[src/rtl/cpu_types_pkg.sv]
// Shared CPU type definitions.
// Provides the register-select type used across the datapath and the
// state encoding for the pipeline hazard/stall sequencer.
package cpu_types_pkg;

  // Register select for the 32-entry register file.
  typedef logic [4:0] regbits_t;

  // Sequencer state machine encoding.
  typedef enum logic [1:0] {
    RUN       = 2'b00,
    DMEM_WAIT = 2'b01,
    HALTED    = 2'b10
  } seq_state_t;

endpackage

[src/rtl/pipeline_sequencer_sat_counter.sv]
// Saturating up-counter used for the sequencer's debug event counters.
// Ports:
//   CLK     - clock, counts on rising edge
//   RST     - asynchronous active-high clear
//   inc_i   - increment request for this cycle
//   count_o - current count, sticks at all-ones instead of wrapping
module sat_counter #(
  parameter int WIDTH = 16
) (
  input  logic             CLK,
  input  logic             RST,
  input  logic             inc_i,
  output logic [WIDTH-1:0] count_o
);

  logic [WIDTH-1:0] count_q;
  logic [WIDTH-1:0] count_d;

  // Next count: advance only while below all-ones so the value saturates.
  always_comb begin
    count_d = count_q;
    if (inc_i && (count_q != '1)) begin
      count_d = count_q + WIDTH'(1);
    end
  end

  // Count register with asynchronous clear.
  always_ff @(posedge CLK or posedge RST) begin
    if (RST) begin
      count_q <= '0;
    end else begin
      count_q <= count_d;
    end
  end

  assign count_o = count_q;

endmodule

[src/rtl/pipeline_sequencer.sv]
// Central hazard and stall controller for the 5-stage pipeline.
// Drives the enable/flush pair of each pipeline latch and the PC write
// enable from memory-wait, control-transfer, load-use and halt conditions.
// Ports:
//   CLK, RST                         - clock, async active-high reset
//   ihit, dhit                       - fetch / data access complete
//   dREN_mem, dWEN_mem               - MEM stage load / store
//   dREN_ex, wsel_ex                 - EX stage load and its destination
//   rs_id, rt_id, use_rs_id, use_rt_id - ID stage source registers
//   jumpFlush_ex                     - EX resolved a taken control transfer
//   halt_wb                          - halt instruction reached WB
//   pc_en, *_en, *_flush             - PC and latch controls
//   halted                           - sticky halt flag
//   stall_cnt, flush_cnt             - saturating debug counters
module pipeline_sequencer
  import cpu_types_pkg::*;
#(
  parameter int CNT_W = 16,
  parameter int REG_W = $bits(regbits_t)
) (
  input  logic             CLK,
  input  logic             RST,
  input  logic             ihit,
  input  logic             dhit,
  input  logic             dREN_mem,
  input  logic             dWEN_mem,
  input  logic             dREN_ex,
  input  logic [REG_W-1:0] wsel_ex,
  input  logic [REG_W-1:0] rs_id,
  input  logic [REG_W-1:0] rt_id,
  input  logic             use_rs_id,
  input  logic             use_rt_id,
  input  logic             jumpFlush_ex,
  input  logic             halt_wb,
  output logic             pc_en,
  output logic             if_id_en,
  output logic             id_ex_en,
  output logic             ex_mem_en,
  output logic             mem_wb_en,
  output logic             if_id_flush,
  output logic             id_ex_flush,
  output logic             ex_mem_flush,
  output logic             halted,
  output logic [CNT_W-1:0] stall_cnt,
  output logic [CNT_W-1:0] flush_cnt
);

  seq_state_t state_q, state_d;
  logic       halted_q, halted_d;
  logic       dmemBusy;
  logic       loadUse;
  logic       stallInc;
  logic       flushInc;

  assign dmemBusy = (dREN_mem | dWEN_mem) & ~dhit;

  // Register zero is hardwired, so a load targeting it never creates a hazard.
  assign loadUse = dREN_ex && (wsel_ex != '0) &&
                   ((use_rs_id && (rs_id == wsel_ex)) ||
                    (use_rt_id && (rt_id == wsel_ex)));

  // Zero-latency control decode. Reset forces every control low regardless
  // of state; otherwise the priority chain below picks the action.
  always_comb begin
    pc_en        = 1'b0;
    if_id_en     = 1'b0;
    id_ex_en     = 1'b0;
    ex_mem_en    = 1'b0;
    mem_wb_en    = 1'b0;
    if_id_flush  = 1'b0;
    id_ex_flush  = 1'b0;
    ex_mem_flush = 1'b0;
    state_d      = state_q;
    halted_d     = halted_q;
    stallInc     = 1'b0;
    flushInc     = 1'b0;

    if (!RST) begin
      case (state_q)
        HALTED: begin
          ex_mem_flush = 1'b1;
          state_d      = HALTED;
        end
        default: begin
          if (dmemBusy) begin
            // Whole pipe frozen; halt_wb is not honoured until memory settles.
            state_d  = DMEM_WAIT;
            stallInc = 1'b1;
          end else begin
            state_d   = RUN;
            pc_en     = 1'b1;
            if_id_en  = 1'b1;
            id_ex_en  = 1'b1;
            ex_mem_en = 1'b1;
            mem_wb_en = 1'b1;
            if (jumpFlush_ex) begin
              if_id_flush = 1'b1;
              id_ex_flush = 1'b1;
              flushInc    = 1'b1;
            end else if (loadUse) begin
              pc_en       = 1'b0;
              if_id_en    = 1'b0;
              id_ex_flush = 1'b1;
            end else if (!ihit) begin
              pc_en       = 1'b0;
              if_id_flush = 1'b1;
            end
            stallInc = ~pc_en;
            if (halt_wb) begin
              state_d  = HALTED;
              halted_d = 1'b1;
            end
          end
        end
      endcase
    end
  end

  // State and sticky halt flag.
  always_ff @(posedge CLK or posedge RST) begin
    if (RST) begin
      state_q  <= RUN;
      halted_q <= 1'b0;
    end else begin
      state_q  <= state_d;
      halted_q <= halted_d;
    end
  end

  assign halted = halted_q;

  sat_counter #(.WIDTH(CNT_W)) u_stallCnt (
    .CLK     (CLK),
    .RST     (RST),
    .inc_i   (stallInc),
    .count_o (stall_cnt)
  );

  sat_counter #(.WIDTH(CNT_W)) u_flushCnt (
    .CLK     (CLK),
    .RST     (RST),
    .inc_i   (flushInc),
    .count_o (flush_cnt)
  );

endmodule

[config.mk]
export PLATFORM = sky130hd
export DESIGN_NAME = pipeline_sequencer
export DESIGN_NICKNAME = d
export VERILOG_FILES = /design/src/rtl/cpu_types_pkg.sv /design/src/rtl/pipeline_sequencer_sat_counter.sv /design/src/rtl/pipeline_sequencer.sv
export SDC_FILE = /design/constraint.sdc
export NUM_CORES = 1
export LEC_CHECK = 0
export CORE_ASPECT_RATIO = 0.9
export CORE_MARGIN = 2
export CORE_UTILIZATION = 48
export DETAILED_ROUTE_END_ITERATION = 12
export PLACE_DENSITY_LB_ADDON = 0.05
export SLEW_MARGIN = 30
export SYNTH_ARGS = -nofsm -noshare
export SYNTH_HDL_FRONTEND = slang
export SYNTH_SLANG_ARGS = --single-unit
[constraint.sdc]
create_clock -name CLK -period 3.7 [get_ports CLK]
set_clock_uncertainty 0.2 [all_clocks]
set_input_delay 0.37 -clock CLK [delete_from_list [all_inputs] [get_ports CLK]]
set_output_delay 0.37 -clock CLK [all_outputs]
set_load 0.005 [all_outputs]
==> summary.md <==
| Metric | Value |
|---|---|
| Io pins | `67` |
| Via/cell ratio | `5.26` |
| Clock Sinks | `35` |
| CP Launch Type | `input port` |
| Core area | `0.00370 mm^2` |
| Leakage | `0.00111 uW` |
| Top FF cell, synth | `dfrtp_1` |
| Largest net degree at the start of global routing | `38` |
| Final Cell Area | `0.00266 mm^2` |
| Hold Path Class | `reg2reg` |
| Post-Syn Nets | `207` |
| Port Buffers | `66` |
| Die area | `0.00438 mm^2` |
| Setup TNS | `0 ns` |
| Slew @ Worst Pin | `0.694 ns` |
| Cell count after synthesis | `179` |
| Power per Cell Area | `452 mW/mm^2` |
| Global-route wire length before repair | `7.49 mm` |
| Clock tree buffer depth | `2` |
| Yosys reg bits | `35` |
| Type of the worst setup path | `in2out` |
| Fraction of layout cells with a size suffix above 1 | `0.0520` |
| Initial antenna violation count | `0` |
| Area Growth Syn to Fin | `43.4%` |
| Tcrit/Tclk final | `0.837` |
| DR WL met2 | `2.06 mm` |
| Wire length on met3 | `188 um` |
| Uppermost layer routed | `met4` |
| Setup Fix Bufs, Post-CTS | `0` |
| Final slew viol count | `0` |
| Status | `finished clean` |
| Sw power | `334 uW` |
| Starting density of the core | `0.501` |
| Max frequency | `323 MHz` |
| Number of detailed-route iterations in the first pass | `4` |
| Root buf cell | `clkbuf_8` |
| Sw frac | `0.278` |
| Cell Area, Synth | `0.00186 mm^2` |
| Synth async-reset ratio | `1.00` |
| Total track usage | `0.209` |
| Met1 WL | `1.86 mm` |
| Utilization after layout | `0.718` |
| Die Span X | `69.5 um` |
| CP Data Arrival Time | `2.53 ns` |
| Distinct cells, synth | `39` |
| # setup viols final | `0` |
| Crit. End Element | `output pin` |
| Max FO, Critical Path | `4` |
| H-tree depth | `2` |
| Hold Buf Count CTS | `0` |
| Synth warnings | `0` |
| Post-synthesis sequential area ratio | `0.472` |
| DP Area | `0.00256 mm^2` |
| Final HPWL DP | `3.21 mm` |
| Max Cap Violations | `0` |
| Post-synth EDFFs | `0` |
| Slew Limit Headroom | `0.537` |
| Crit path required time | `3.13 ns` |
| RSZ-0062 raised after global routing | `no` |
| DR iter-0 viols | `81` |
| TritonCTS clock tree | `yes` |
| Final Critical Period | `3.10 ns` |
| Clk_lat worst skew | `0.28 ns` |
| Vias in the first global route | `1639` |
| Nets | `278` |
| Clock share of power | `0.269` |
| Placer Congestion | `0.808` |
| Sequential group share of total power | `0.450` |
| Most frequent cells in the layout | `66 x clkdlybuf4s50_1, 35 x dfrtp_1, 25 x xnor2_1` |
| Gate power share | `0.281` |
| Routed vias | `1558` |
| Final wirelength | `4.20 mm` |
| R2R depth | `6` |
| Clock-pin slew on the worst setup and hold paths | `0.07 ns` |
| Mean Syn Cell Area | `10.4 um^2` |
| Most common cell after layout, fill and taps aside | `clkdlybuf4s50_1` |
| Rows | `21` |
| Peak supply drop | `0.313 mV` |
| Resize count post-CTS | `0` |
| Die Ht | `63.0 um` |
| Hold depth | `1` |
| Diode count | `0` |
| CTS Buf Count | `5` |
| P_int | `869 uW` |
| Antenna-violating nets left | `0` |
| Final Hold Vio Count | `0` |
| Worst R2R Setup Slack | `0.97 ns` |
| WL per Instance | `14.2 um` |
| Global route overflow | `0` |
| Post-route DRC | `0` |
sequential cells by signal (all words and copies together) (netlist names):
name / flops
halted: 1
u_stallCnt.count_o: 16
state_q: 2
u_flushCnt.count_o: 16
cell usage after synthesis (2+ instances only):
library cell  number  area share
nand3_1            8       0.022
and4_1             2      0.0094
inv_1              4      0.0081
nand2b_1           3       0.010
and3_1             6       0.020
nor2b_1            3       0.010
xor2_1            15       0.071
a21oi_1            2      0.0054
and2_1             3       0.010
ha_1               2       0.013
nand4_1           12       0.040
nor3_1             5       0.013
buf_4              3       0.012
nand2_1           13       0.026
nor2_1            14       0.028
o21a_1             2      0.0081
dfrtp_1           35        0.47
xnor2_1           25        0.12
a211oi_1           2      0.0081
final cells by class:
cell class                      count  area [um^2]
Clock buffer                        6         72.6
Clock inverter                      1         30.0
Fill cell                         272         1040
Inverter                            4         15.0
Multi-Input combinational cell    137          942
Sequential cell                    35          876
Tap cell                           46         57.6
Timing Repair Buffer               67          668
kinds of logic (layout without fill, tap and decap cells):
group                      Yosys count  in the layout  synth area share
and+or+nand+nor                     75             75             0.217
xor gates and xnor gates            40             40             0.189
DFF                                 35             35             0.472
AOI/OAI and AO/OA                   18             18            0.0762
buffers and inverters                7             78            0.0202
adders and majority gates            2              2            0.0135
muxes                                2              2            0.0121
per-layer routing:
layer,GRT usage,vias to the layer above
met5,0,-
met4,0.0735,0
met3,0.0435,10
met2,0.357,47
met1,0.262,739
li1,-,762
stage by stage:
step                hold slack, ns  instances  setup slack, ns  total power [uW]
finish                       0.272        296            0.604              1200
global route                 0.311        296            0.465              1280
CTS                          0.270        296            0.589              1210
detailed placement           0.244        289            0.609               888
global placement             0.245        289            0.658               872
floorplan                    0.251        179             1.53               676
worst max-delay path, cell delays in order:
cell and delay (ns):
clkdlybuf4s50_1 0.48, or4_1 0.56, o21ai_2 0.16, nand2b_1 0.19, nor2b_1 0.16, o21a_1 0.12
clkdlybuf4s50_1 0.49
worst paths after layout:
path	from	end
setup / recovery	wsel_ex[1]	if_id_flush
hold / removal	halted	halted
setup reg to reg	u_stallCnt.count_o[0]	u_stallCnt.count_o[1]
hold reg to reg	halted	halted
max in group asynchronous	RST	u_flushCnt.count_o[13]
min in group asynchronous	RST	u_flushCnt.count_o[11]
power groups by stage:
stage                     sequential, uW  clock, uW  combinational (uW)
after floorplan                      538          0                 138
after global placement               538          0                 333
after detailed placement             547          0                 342
after CTS                            541        327                 344
after global routing                 557        348                 373
final                                541        324                 338
No activity file was read; power rests on OpenSTA's default activity.
